==> src/rtl/sonic_irq_coalescer_if.sv <==
// Writeback and MSI request/acknowledge bundle between the coalescer and the host-side engines.
// Each request is level-held by the master until the matching ack is sampled.
interface sonic_irq_coalescer_if;
  logic        wb_req;
  logic        wb_ack;
  logic [63:0] wb_addr;
  logic [63:0] wb_data;
  logic        app_msi_req;
  logic        app_msi_ack;
  logic [4:0]  app_msi_num;

  modport master (
    output wb_req, wb_addr, wb_data, app_msi_req, app_msi_num,
    input  wb_ack, app_msi_ack
  );

  modport slave (
    input  wb_req, wb_addr, wb_data, app_msi_req, app_msi_num,
    output wb_ack, app_msi_ack
  );
endinterface

==> src/rtl/sonic_irq_coalescer.sv <==
// Per-channel RX interrupt coalescing: threshold/timeout trigger, round-robin grant, writeback then MSI.
// Trigger to wb_req is 2 cycles; wb_req/app_msi_req hold until acked, so the host may stall indefinitely.
module sonic_irq_coalescer #(
  parameter int NUM_CH      = 4,
  parameter int PTR_WIDTH   = 16,
  parameter int TIMER_WIDTH = 16,
  parameter int USE_MSI     = 1
) (
  input  logic                        clk_in,
  input  logic                        rstn,
  input  logic                        init,
  input  logic [NUM_CH-1:0]           ch_enable,
  input  logic [NUM_CH*PTR_WIDTH-1:0] rx_ring_wptr,
  input  logic [NUM_CH*PTR_WIDTH-1:0] rx_block_size,
  input  logic [NUM_CH*PTR_WIDTH-1:0] rx_ring_size,
  input  logic [TIMER_WIDTH-1:0]      coal_timeout,
  input  logic [63:0]                 wb_base,
  input  logic                        msi_enable,
  sonic_irq_coalescer_if.master       bus,
  output logic                        busy
);
  localparam int PW1 = PTR_WIDTH + 1;
  localparam int CW  = (NUM_CH > 1) ? $clog2(NUM_CH) : 1;

  typedef enum logic [1:0] {IDLE, GRANT, WB_REQ, MSI_REQ} state_t;
  state_t state, state_nxt;

  logic                             srst;
  logic [NUM_CH-1:0][PTR_WIDTH-1:0] wptr, blk_size, ring_size;
  logic [NUM_CH-1:0][PW1-1:0]       pending;
  logic [NUM_CH-1:0]                trig;
  logic [CW-1:0]                    ch, last_ch, grant_ch, rr_idx;
  logic                             grant_vld;
  logic [PW1-1:0]                   offset;
  logic [63:0]                      wb_addr_q, wb_data_q;
  logic                             serviced;

  assign srst      = !rstn || init;
  assign wptr      = rx_ring_wptr;
  assign blk_size  = rx_block_size;
  assign ring_size = rx_ring_size;
  assign serviced  = (state == WB_REQ) && bus.wb_ack;

  for (genvar i = 0; i < NUM_CH; i++) begin : g_ch
    logic [PTR_WIDTH-1:0]   msi_ptr;
    logic [TIMER_WIDTH-1:0] timer;
    logic [PW1-1:0]         wp, mp, rs, bs, diff, sum, ptr_nxt;
    logic                   sel;

    assign sel  = (ch == CW'(i));
    assign wp   = PW1'(wptr[i]);
    assign mp   = PW1'(msi_ptr);
    assign rs   = PW1'(ring_size[i]);
    assign bs   = PW1'(blk_size[i]);
    // One extra bit keeps wp + rs from overflowing on the wrapped path.
    assign diff = (wp >= mp) ? (wp - mp) : (wp + rs - mp);
    assign pending[i] = {diff[PW1-1:2], 2'b00};
    assign trig[i] = ch_enable[i] && (pending[i] != '0) &&
                     (((bs != '0) && (pending[i] >= bs)) ||
                      ((coal_timeout != '0) && (timer >= coal_timeout)));

    assign sum     = mp + offset;
    assign ptr_nxt = (sum >= rs) ? (sum - rs) : sum;

    always_ff @(posedge clk_in) begin
      if (srst) begin
        msi_ptr <= '0;
      end else if (serviced && sel) begin
        msi_ptr <= ptr_nxt[PTR_WIDTH-1:0];
      end
    end

    always_ff @(posedge clk_in) begin
      if (srst) begin
        timer <= '0;
      end else if (!ch_enable[i] || (pending[i] == '0) || (serviced && sel)) begin
        timer <= '0;
      end else if (timer != '1) begin
        timer <= timer + 1'b1;
      end
    end
  end

  // Walk from the highest priority offset down so the nearest channel after last_ch wins.
  always_comb begin
    grant_vld = 1'b0;
    grant_ch  = '0;
    rr_idx    = '0;
    for (int k = NUM_CH - 1; k >= 0; k--) begin
      rr_idx = CW'((int'(last_ch) + 1 + k) % NUM_CH);
      if (trig[rr_idx]) begin
        grant_vld = 1'b1;
        grant_ch  = rr_idx;
      end
    end
  end

  always_ff @(posedge clk_in) begin
    if (srst) begin
      ch        <= '0;
      last_ch   <= CW'(NUM_CH - 1);
      offset    <= '0;
      wb_addr_q <= '0;
      wb_data_q <= '0;
    end else begin
      if (state == IDLE && grant_vld) ch <= grant_ch;
      if (state == GRANT) begin
        offset    <= pending[ch];
        wb_addr_q <= wb_base + (64'(ch) << 4);
        wb_data_q <= {8'(ch), 24'(pending[ch]), 32'(wptr[ch])};
      end
      if (serviced) last_ch <= ch;
    end
  end

  always_ff @(posedge clk_in) begin
    if (srst) state <= IDLE;
    else      state <= state_nxt;
  end

  always_comb begin
    state_nxt       = state;
    bus.wb_req      = 1'b0;
    bus.app_msi_req = 1'b0;
    busy            = (state != IDLE);
    unique case (state)
      IDLE:    if (grant_vld) state_nxt = GRANT;
      GRANT:   state_nxt = WB_REQ;
      WB_REQ: begin
        bus.wb_req = 1'b1;
        if (bus.wb_ack) state_nxt = ((USE_MSI != 0) && msi_enable) ? MSI_REQ : IDLE;
      end
      MSI_REQ: begin
        bus.app_msi_req = 1'b1;
        if (bus.app_msi_ack) state_nxt = IDLE;
      end
      default: state_nxt = IDLE;
    endcase
  end

  assign bus.wb_addr     = wb_addr_q;
  assign bus.wb_data     = wb_data_q;
  assign bus.app_msi_num = 5'(ch);
endmodule

==> src/flat_wrapper.sv <==
// flat-port wrapper written by rule: the top's interface ports become plain ports
module sonic_irq_coalescer_flat 
#(
  parameter int NUM_CH      = 4,
  parameter int PTR_WIDTH   = 16,
  parameter int TIMER_WIDTH = 16,
  parameter int USE_MSI     = 1
)
  (clk_in, rstn, init, ch_enable, rx_ring_wptr, rx_block_size, rx_ring_size, coal_timeout, wb_base, msi_enable, busy, bus_wb_req, bus_wb_addr, bus_wb_data, bus_app_msi_req, bus_app_msi_num, bus_wb_ack, bus_app_msi_ack);
  sonic_irq_coalescer_if bus_i ();
  input  logic clk_in;
  input  logic rstn;
  input  logic init;
  input  logic [NUM_CH-1:0] ch_enable;
  input  logic [NUM_CH*PTR_WIDTH-1:0] rx_ring_wptr;
  input  logic [NUM_CH*PTR_WIDTH-1:0] rx_block_size;
  input  logic [NUM_CH*PTR_WIDTH-1:0] rx_ring_size;
  input  logic [TIMER_WIDTH-1:0] coal_timeout;
  input  logic [63:0] wb_base;
  input  logic msi_enable;
  output logic busy;
  output wire logic [$bits(bus_i.wb_req)-1:0] bus_wb_req;
  output wire logic [$bits(bus_i.wb_addr)-1:0] bus_wb_addr;
  output wire logic [$bits(bus_i.wb_data)-1:0] bus_wb_data;
  output wire logic [$bits(bus_i.app_msi_req)-1:0] bus_app_msi_req;
  output wire logic [$bits(bus_i.app_msi_num)-1:0] bus_app_msi_num;
  input wire logic [$bits(bus_i.wb_ack)-1:0] bus_wb_ack;
  input wire logic [$bits(bus_i.app_msi_ack)-1:0] bus_app_msi_ack;
  assign bus_wb_req = bus_i.wb_req;
  assign bus_wb_addr = bus_i.wb_addr;
  assign bus_wb_data = bus_i.wb_data;
  assign bus_app_msi_req = bus_i.app_msi_req;
  assign bus_app_msi_num = bus_i.app_msi_num;
  assign bus_i.wb_ack = bus_wb_ack;
  assign bus_i.app_msi_ack = bus_app_msi_ack;
  sonic_irq_coalescer #(.NUM_CH(NUM_CH), .PTR_WIDTH(PTR_WIDTH), .TIMER_WIDTH(TIMER_WIDTH), .USE_MSI(USE_MSI)) u_core (.clk_in(clk_in), .rstn(rstn), .init(init), .ch_enable(ch_enable), .rx_ring_wptr(rx_ring_wptr), .rx_block_size(rx_block_size), .rx_ring_size(rx_ring_size), .coal_timeout(coal_timeout), .wb_base(wb_base), .msi_enable(msi_enable), .bus(bus_i), .busy(busy));
endmodule
==> config.mk <==
export PLATFORM = sky130hd
export DESIGN_NAME = sonic_irq_coalescer_flat
export DESIGN_NICKNAME = d
export VERILOG_FILES = /design/src/rtl/sonic_irq_coalescer_if.sv /design/src/rtl/sonic_irq_coalescer.sv /design/src/flat_wrapper.sv
export SDC_FILE = /design/constraint.sdc
export NUM_CORES = 1
export LEC_CHECK = 0
export ABC_CLOCK_PERIOD_IN_PS = 6000
export CORE_ASPECT_RATIO = 1.1
export CORE_MARGIN = 3
export CORE_UTILIZATION = 57
export CTS_BUF_LIST = sky130_fd_sc_hd__clkbuf_16
export CTS_CLUSTER_SIZE = 10
export DETAILED_ROUTE_END_ITERATION = 8
export PLACE_DENSITY = 0.82
export SYNTH_ARGS = -nofsm -noshare
export SYNTH_HDL_FRONTEND = slang
export SYNTH_SLANG_ARGS = --single-unit
export TNS_END_PERCENT = 20
==> constraint.sdc <==
create_clock -name clk_in -period 6 [get_ports clk_in]
set_clock_uncertainty 0.05 [all_clocks]
set_input_delay 0.9 -clock clk_in [delete_from_list [all_inputs] [get_ports clk_in]]
set_output_delay 0.9 -clock clk_in [all_outputs]
set_load 0.005 [all_outputs]
* Word-level counts from Yosys, hierarchy flattened *
Index checks and enable logic that the tools add are counted.

word-level totals
  output and inout port bits = 136
  word-level logic and storage cells = 173
  register bits = 250
  input port bits = 282

cells by class
  eq/ne operators = 13
  muxes and demuxes = 35
  add/subtract/negate cells = 29
  reductions and logical operators = 61
  magnitude comparators = 21

operators by type and width
  cell                     count
  $ge A17 B16 Y1           8
  $reduce_bool A17 Y1      8
  $ge A16 B16 Y1           8
  $mux W17                 5
  $mux W16                 5
  $add A16 B16 Y17         4
  $add A16 B17 Y17         4
  $logic_not A17 Y1        4
  $sub A16 B16 Y17         4
  $sub A17 B16 Y17         4
  $add A16 B1 Y16 const B  4
  $add A64 B6 Y64          1
  $ne A16 B16 Y1 const B   4
  $sub A16 B16 Y16         4
  $bmux W17 S2             1
  $bmux W16 S2             1
  $logic_and A1 B1 Y1      22
  $mux W2                  8
  $reduce_bool A16 Y1      1
  $lt A2 B3 Y1 const B     5
  $logic_or A1 B1 Y1       13
  $mux W1                  10
  $bmux W1 S2              4
  $eq A2 B2 Y1 const B     4
  other kinds (11)         23

* Depth between registers and ports, before layout *
Gate-level depths: netlist of run 1.

  depth in word-level cells = 15
  mapped depth = 25
  depth with buffers taken out = 24

* Least setup slack after synthesis of run 1 *
OpenSTA, ideal clock, no wires.

  path type = input to register
  start = input port rx_ring_size[49]
  end = register u_core.ch[1]
  buffers on the path = 0
  path slack = 0.501 ns
  required time = 5.834 ns
  cell stages on the path = 24
  arrival = 5.333 ns
  cell sequence = inv_1 fa_1 inv_1 ha_1 or3_1 o221a_2 o211ai_2 nand2_1 a21oi_1 xnor2_1 mux2_2 ha_1 a211o_1 o22ai_1 or2_2 o21ai_0 o211ai_1 nand3_1 or4_1 a22oi_1 a211oi_2 a21oi_1 nand2_1 a31o_1

on the way
  cells in the longest elaborated chain, start to end = 14
  elaborated cells on any way between the ends = 26
  classes of those cells = add/sub: 2; order compare: 1; mux: 17; reduce/logical: 6

RTL lines
  what                           line                        source
  from (decl)                    flat_wrapper.sv:17          input logic [NUM_CH*PTR_WIDTH-1:0] rx_ring_size;
  $add A16 B16 Y17 *             sonic_irq_coalescer.sv:56   assign diff = (wp >= mp) ? (wp - mp) : (wp + rs - mp);
  $sub A17 B16 Y17 *             sonic_irq_coalescer.sv:56
  $mux W17 *                     sonic_irq_coalescer.sv:56
  $ge A17 B16 Y1                 sonic_irq_coalescer.sv:59   (((bs != '0) && (pending[i] >= bs)) ||
  $logic_and A1 B1 Y1            sonic_irq_coalescer.sv:59
  $logic_or A1 B1 Y1             sonic_irq_coalescer.sv:59
  $logic_and A1 B1 Y1 *          sonic_irq_coalescer.sv:58   assign trig[i] = ch_enable[i] && (pending[i] != '0) &&
  $bmux W1 S2                    sonic_irq_coalescer.sv:91   if (trig[rr_idx]) begin
  $mux W1 (not written as such)  sonic_irq_coalescer.sv:91
  $mux W1 (4 in series)          sonic_irq_coalescer.sv:91
  $logic_and A1 B1 Y1            sonic_irq_coalescer.sv:106  if (state == IDLE && grant_vld) ch <= grant_ch;
  to (signal assigned)           sonic_irq_coalescer.sv:106
  to (decl)                      sonic_irq_coalescer.sv:32   logic [CW-1:0] ch, last_ch, grant_ch, rr_idx;

Mark *: on every way between the ends. The rest lies on a longest branch, timed or not. The select of a mux whose other input is x is not followed.
A chain may end at the register's enable or synchronous reset.

* Worst setup path after layout of run 1 *
  start = input port rx_ring_wptr[4]
  end = register u_core.ch[0]

on the way
  cells in the longest elaborated chain, start to end = 14
  elaborated cells on any way between the ends = 28
  classes of those cells = add/sub: 3; order compare: 2; mux: 17; reduce/logical: 6

RTL lines
  what                           line                        source
  from (decl)                    flat_wrapper.sv:15          input logic [NUM_CH*PTR_WIDTH-1:0] rx_ring_wptr;
  $add A16 B16 Y17               sonic_irq_coalescer.sv:56
  $sub A17 B16 Y17               sonic_irq_coalescer.sv:56
  $mux W17 *                     sonic_irq_coalescer.sv:56
  $ge A17 B16 Y1                 sonic_irq_coalescer.sv:59
  $logic_and A1 B1 Y1            sonic_irq_coalescer.sv:59
  $logic_or A1 B1 Y1             sonic_irq_coalescer.sv:59
  $logic_and A1 B1 Y1 *          sonic_irq_coalescer.sv:58
  $bmux W1 S2                    sonic_irq_coalescer.sv:91
  $mux W1 (not written as such)  sonic_irq_coalescer.sv:91
  $mux W1 (4 in series)          sonic_irq_coalescer.sv:91
  $logic_and A1 B1 Y1            sonic_irq_coalescer.sv:106

Marked as above.

==> results of run 1 <==
final cells by class:
type | instances | area [um2]
multi-input combinational | 2837 | 21400
fill | 3799 | 12700
timing repair buffer | 674 | 6020
sequential | 231 | 4630
inverter | 477 | 1790
clock buffer | 35 | 876
tap | 645 | 807
clock inverter | 22 | 153
antenna | 5 | 12.5
timing repair:
item,CTS,global route
setup buffers,0,1
setup endpoints to repair,0,3
gates resized for setup,0,11
per-layer routing:
layer | routed length (um) | vias up
li1 | - | 14100
met1 | 40000 | 13900
met2 | 46100 | 1501
met3 | 10700 | 376
met4 | 6930 | 18
met5 | 126 | -
critical path, delay by kind of cell:
family / cells / cell delay [ns]
and+or+nand+nor: 2 / 0.45
AOI/OAI and AO/OA: 15 / 3.41
adders and majority gates: 2 / 0.79
buffers and inverters: 2 / 0.62
worst min-delay path by stage:
stage                          startpoint               endpoint  slack (ns)  cells past startpoint
finish              u_core.bus.wb_addr[1]  u_core.bus.wb_addr[1]        0.40                      2
global route        u_core.bus.wb_addr[2]  u_core.bus.wb_addr[2]        0.42                      2
CTS                 u_core.bus.wb_addr[1]  u_core.bus.wb_addr[1]        0.40                      2
detailed placement  u_core.bus.wb_addr[1]  u_core.bus.wb_addr[1]        0.40                      2
global placement    u_core.bus.wb_addr[6]  u_core.bus.wb_addr[6]        0.39                      2
floorplan           u_core.bus.wb_addr[6]  u_core.bus.wb_addr[6]        0.40                      2
flip-flops by register name (all words and copies together) (netlist names):
register,flops
u_core.bus.wb_addr,64
u_core.bus.wb_data,19
u_core.ch,2
u_core.g_ch.msi_ptr,64
u_core.g_ch.timer,64
u_core.last_ch,2
u_core.offset,14
u_core.state,2
where the power goes:
group	internal (W)	switching (W)	total, W
clock network	0.00110	0.000813	0.00192
registers	0.00157	0.0000470	0.00162
logic	0.00131	0.00149	0.00280
cells in the mapped netlist, types with 44 or more instances:
master    instances
a21oi_1         251
fa_1             69
nand3_1         113
xor2_1          112
o21ai_0         176
nor3_1           77
xnor2_1         156
ha_1            374
dfxtp_1         231
a211oi_1         86
nand4_1          52
and3_1           44
a21o_1           93
mux2i_1          64
inv_1           476
nor2_1          293
clkbuf_1         74
nand2_1         247
stage by stage:
| step | instance area [um2] | setup WS, ns | power, W | hold slack (ns) |
|---|---|---|---|---|
| floorplan | 28400 | 0.501 | 0.00323 | 0.398 |
| global placement | 34600 | -0.399 | 0.00430 | 0.392 |
| detailed placement | 34600 | -0.491 | 0.00434 | 0.397 |
| CTS | 35600 | 0.0786 | 0.00626 | 0.405 |
| global route | 35700 | 0.00143 | 0.00663 | 0.422 |
| finish | 35700 | 0.203 | 0.00633 | 0.404 |
logic make-up (layout without fill, tap and decap cells):
group / Yosys count / in the layout / synth area share, %
other: 1 / 39 / 0.0133
muxes: 109 / 109 / 5.18
DFF: 231 / 231 / 16.4
and+or+nand+nor: 1069 / 1069 / 18.7
xor gates and xnor gates: 268 / 268 / 8.31
adders and majority gates: 443 / 443 / 21.5
AOI/OAI and AO/OA: 914 / 914 / 21.4
buffers and inverters: 606 / 1208 / 8.62
==> metrics.log, run 1 <==
[metrics] number of instances in the placed design: 4863
[metrics] Max Cap Violations: 0
[metrics] sequential element share of the synthesized area: 16.4%
[metrics] Final Max Slew Viols: 0
[metrics] Worst Path Max Fanout: 4
[metrics] EDFF count, synth: 0
[metrics] flip-flop and latch count after synthesis: 231
[metrics] main area contributors after synthesis: ha_1, dfxtp_1, inv_1, fa_1, xnor2_1
[metrics] outcome: finished, final reports clean
[metrics] unrepaired setup endpoints after global routing: no
[metrics] count of port buffers added during placement: 383
[metrics] initial core utilization: 58.4%
[metrics] setup TNS after final layout: 0 ns
[metrics] cell type with the highest aggregate area in the netlist: ha_1
[metrics] die span in y: 239 um
[metrics] width of the chip: between 200 and 250 um
[metrics] Static Leak: ~16 nW
[metrics] crit path launch type: input port
[metrics] total of hold buffers inserted after clock tree synthesis: 0
[metrics] area added between synthesis and finish: 26.3%
[metrics] Final Wtd Congestion: 1.02
[metrics] most frequent standard cell in the layout excluding fill and tap cells: inv_1
[metrics] area of the die: 52300 um2
[metrics] worst hold path type: flip-flop to flip-flop
[metrics] predominant post-synthesis flop cell: dfxtp_1
[metrics] data arrival at the endpoint of the critical path: 6.18 ns
[metrics] critical path cell sequence: clkdlybuf4s50_1, ha_1, inv_1, or3_1, a31o_1, o211a_1, a21o_1, o41ai_1, ha_1, a21o_1, a31oi_1, o21ai_0, a2111oi_0, nor2_1, a211oi_1, o21ai_0, o2bb2ai_1, o211ai_2, a41oi_2, o21ai_1, a21oi_1
[metrics] total gr overflow: 0
[metrics] worst slew margin relative to its limit: 18.7%
[metrics] H-tree lvl count: 2
[metrics] peak-usage layer in the global routing report: met2
[metrics] post-detailed-route count of antenna-violating nets: 0
[metrics] placed wire-length estimate after detailed placement: 84800 um
[metrics] CTS clk-pin slew, worst paths: 0.06 ns
[metrics] number of non-filler instances in the completed layout: between 4000 and 5000
[metrics] number of remaining DRC errors: 0
[metrics] Final Core Density: 73.8%
[metrics] worst voltage drop across the vdd grid: 233 uV
[metrics] Ports: around 420
[metrics] fmax: 173 MHz
[metrics] distinct cell type count after synthesis: 99
[metrics] number of DRC markers after the initial detailed-route iteration: between 2000 and 3000
[metrics] combined area of all synthesized cells: 28200 um2
[metrics] number of optimization iterations in the first detailed-route pass: 6
[metrics] cts bufs inserted: 34
[metrics] setup-violating endpoint count in the final report: 0
[metrics] Worst Setup SP: rx_ring_wptr[4]
[metrics] clock latency of the later-clocked register in the worst-skew pair: 0.56 ns
[metrics] total number of yosys warnings: 0
[metrics] final number of hold-violating endpoints: 0
[metrics] highest-delay cell along the critical path: o41ai_1
[metrics] CP Data Required Time: 6.38 ns
[metrics] total length of routed wires: 104000 um
[metrics] met1 usage: between 40 and 50%
[metrics] vias after detailed routing: 30000
[metrics] launch instance of the worst register-to-register path: u_core.g_ch[0].msi_ptr[11]
[metrics] CP Capture Point: u_core.ch[0]
[metrics] initial antenna violation count: 11
[metrics] average size of a mapped cell: 7.76 um2
[metrics] routed vias/inst: roughly 6.1
[metrics] GR Util met2: 61.8%
[metrics] clock tree from TritonCTS: built
[metrics] core region area: 48300 um2
[metrics] Num Clock Sinks: 231
[metrics] post-layout min period: a little under 6 ns
[metrics] measured slew at the worst slew-check pin: 1.22 ns
[metrics] met3 demand-to-capacity share in global routing: 8.56%
[metrics] Layout Nets: 4980
[metrics] Async S/R FF share, synth: 0%
[metrics] Syn Inst Count: roughly 3600
[metrics] Worst Setup Path Type: input port to flip-flop
[metrics] post-route clock period utilization: 96.6%
[metrics] share of Yosys cell area claimed by the top area cell type: around 17%
[metrics] Critical Path End Type: flip-flop
[metrics] combined global-route utilization of all metal layers: 38.4%
[metrics] worst reg-to-reg setup slack: 0.59 ns
[metrics] largest incremental delay on the critical path: 0.81 ns
[metrics] endpoint of the worst-slack reg-to-reg timing path: u_core.ch[0]
[metrics] wire length of the first global-routing pass: 157000 um
[metrics] CTS max path bufs: 3
[metrics] maximum number of pins on one net before global-route repair: 75
[metrics] areal power density over the cells: about 180 nW/um2
[metrics] cell chosen for the clock root: clkbuf_16
[metrics] highest-count cells in the layout ignoring fill and taps: inv_1, clkdlybuf4s50_1, ha_1, nor2_1, buf_4
[metrics] number of global-route vias before repair: 28200
[metrics] standard-cell row count: 84
[metrics] detailed-route wire length per cell: around 21 um
[metrics] layout cell share with drive strength beyond 1: roughly 10%
[metrics] R2R depth: 21
Note: power is estimated with default switching activity, not from simulation.
==> run 2, diff against run 1 <==
- CORE_UTILIZATION: 57 -> 45
- PLACE_DENSITY: 0.82 -> 0.67
==> run 2 against run 1 <==
  * Sequential power barely moved
  * Wire length rose by 4.1%
  * Worst setup slack worse by 0.022 ns
  * Register-to-register slack worse by 0.12 ns
  * Combinational power hardly changed
  * Clock power down 6%
  * Critical path type unchanged
  * Critical endpoint is now u_core.ch[1]
==> metrics.log, run 2 (synthesized netlist as in run 1, its figures left out) <==
[metrics] outcome: finished, final reports clean
[metrics] Pwr Total: 0.00620 W
[metrics] Worst Setup Path Type: input port to flip-flop
[metrics] switching power summed over all nets: between 0.002 and 0.0025 W
[metrics] total gr overflow: 0
[metrics] R2R depth: 20
[metrics] setup-violating endpoint count in the final report: 0
[metrics] Layout Nets: 4969
[metrics] worst slew margin relative to its limit: 25.8%
[metrics] endpoint of the worst-slack reg-to-reg timing path: u_core.g_ch[3].msi_ptr[8]
[metrics] measured slew at the worst slew-check pin: ~1.1 ns
[metrics] CP Data Required Time: 6.45 ns
[metrics] post-layout min period: 5.82 ns
[metrics] number of remaining DRC errors: 0
[metrics] Static Leak: 16.3 nW
[metrics] launch instance of the worst register-to-register path: u_core.offset[2]
[metrics] most frequent standard cell in the layout excluding fill and tap cells: inv_1
[metrics] width of the chip: 245 um
[metrics] Comb pwr share: 45.0%
[metrics] worst voltage drop across the vdd grid: roughly 230 uV
[metrics] data arrival at the endpoint of the critical path: 6.26 ns
[metrics] wire length of the first global-routing pass: 161000 um
[metrics] total length of routed wires: 108000 um
[metrics] area added between synthesis and finish: 26.6%
[metrics] CTS clk-pin slew, worst paths: 0.05 ns
[metrics] vias after detailed routing: 29100
[metrics] number of buffers added for setup after CTS: 0
[metrics] share of power burned in registers: between 20% and 30%
[metrics] cell chosen for the clock root: clkbuf_16
[metrics] largest incremental delay on the critical path: 0.53 ns
[metrics] count of port buffers added during placement: 383
[metrics] critical path cell sequence: clkdlybuf4s50_1, inv_1, fa_1, inv_1, ha_1, or3_1, o221a_4, o211ai_4, a21boi_1, o21ai_0, a221oi_1, mux2_2, ha_1, nand3_1, or2_2, a211oi_1, o211ai_1, nand3_1, o31a_1, a22oi_2, a211o_1, a41oi_2, nor3_2, a31o_1
[metrics] area of the die: 65800 um2
[metrics] post-route clock period utilization: between 90 and 100%
[metrics] Max Cap Violations: 0
[metrics] placed instance area: 34800 um2
[metrics] Critical Path End Type: flip-flop
[metrics] number of global-route vias before repair: 27500
[metrics] Post-Layout Inst Area: approximately 36000 um2
[metrics] Final Wtd Congestion: 1.01
[metrics] post-cts resize count: 0
[metrics] CTS max path bufs: 3
[metrics] clock tree from TritonCTS: built
[metrics] Ports: 418
[metrics] maximum number of pins on one net before global-route repair: 85
[metrics] highest-delay cell along the critical path: fa_1
[metrics] Worst Hold Launch: u_core.bus.wb_data[1]
[metrics] initial antenna violation count: 2
[metrics] core region area: 61600 um2
[metrics] H-tree lvl count: 1
[metrics] Fin Hold WS: 0.406 ns
[metrics] post-detailed-route count of antenna-violating nets: 0
[metrics] Worst Path Max Fanout: 4
[metrics] number of DRC markers after the initial detailed-route iteration: between 2000 and 2500
[metrics] final number of hold-violating endpoints: 0
[metrics] highest-count cells in the layout ignoring fill and taps: inv_1, clkdlybuf4s50_1, ha_1, nor2_1, buf_4
[metrics] combined global-route utilization of all metal layers: 31.6%
[metrics] die span in y: between 200 and 300 um
[metrics] smallest setup slack after layout: 0.181 ns
[metrics] Int Power: 0.00388 W
[metrics] cts bufs inserted: 31
[metrics] worst-case setup slack after placement: -0.444 ns
[metrics] Num Clock Sinks: roughly 230
[metrics] initial core utilization: a little under half
[metrics] clock latency of the later-clocked register in the worst-skew pair: 0.62 ns
[metrics] number of optimization iterations in the first detailed-route pass: 6
[metrics] worst reg-to-reg setup slack: 0.47 ns
[metrics] Final Max Slew Viols: 0
[metrics] total of hold buffers inserted after clock tree synthesis: 0
[metrics] detailed-route wire length per cell: between 20 and 25 um
[metrics] Clock Power Share: between 20% and 30%
[metrics] fmax: 172 MHz
[metrics] placed wire-length estimate after detailed placement: 90400 um
[metrics] Hold Path End: u_core.bus.wb_data[1]
[metrics] Final Core Density: approximately 58%
[metrics] switching part of the total: a little under two fifths
[metrics] Min-Delay Path Depth: 2
[metrics] layout cell share with drive strength beyond 1: 10.1%
[metrics] crit path launch type: input port
[metrics] routed vias/inst: roughly 5.7
[metrics] worst hold path type: flip-flop to flip-flop
[metrics] standard-cell row count: 95
[metrics] areal power density over the cells: 173 nW/um2
[run 2: routing by layer]
metal	GRT usage [%]	share of wire, %
met5	0	0.014
met4	13.8	5.3
met3	4.40	7.9
met2	52.5	45
met1	41.2	42
[run 2: stage by stage]
| step | instances | setup TNS (ns) |
|---|---|---|
| 3_3_place_gp | 5035 | -1.02 |
| 2_1_floorplan | 3674 | 0 |
| 4_1_cts | 5088 | 0 |
| 6_report | 5090 | 0 |
| 3_5_place_dp | 5035 | -1.31 |
| 5_1_grt | 5088 | -0.00689 |
[run 2: worst max-delay path: cells and delay by family]
family	cells	cell delay, ns
AO/OA/AOI/OAI	12	2.41
adder cells (fa/ha/maj)	3	1.03
buffers and inverters	3	0.58
multiplexers	1	0.34
AND/OR/NAND/NOR	5	0.97
[run 2: how the worst max path moves through the flow]
stage          slack (ns)              end              from
6_report             0.18     u_core.ch[1]  rx_ring_wptr[49]
5_1_grt            -0.007     u_core.ch[0]  rx_ring_wptr[49]
4_1_cts              0.17     u_core.ch[0]  rx_ring_wptr[49]
3_5_place_dp        -0.44  u_core.state[0]  rx_ring_wptr[49]
3_3_place_gp        -0.34  u_core.state[0]  rx_ring_wptr[49]
2_1_floorplan        0.50     u_core.ch[1]  rx_ring_size[49]
[run 2: final cells by class]
type | instances | area, um2
fill | 5942 | 25800
clock inverter | 22 | 161
tap | 824 | 1030
clock buffer | 31 | 776
inverter | 477 | 1790
timing repair buffer | 666 | 5980
sequential | 231 | 4630
antenna | 2 | 5.00
multi-input combinational | 2837 | 21400
[run 2: power groups by stage]
stage	registers, W	clock network, W	logic, W
global route	0.00162	0.00189	0.00304
floorplan	0.00163	0	0.00160
detailed placement	0.00164	0	0.00271
finish	0.00161	0.00180	0.00279
global placement	0.00165	0	0.00270
CTS	0.00161	0.00183	0.00273
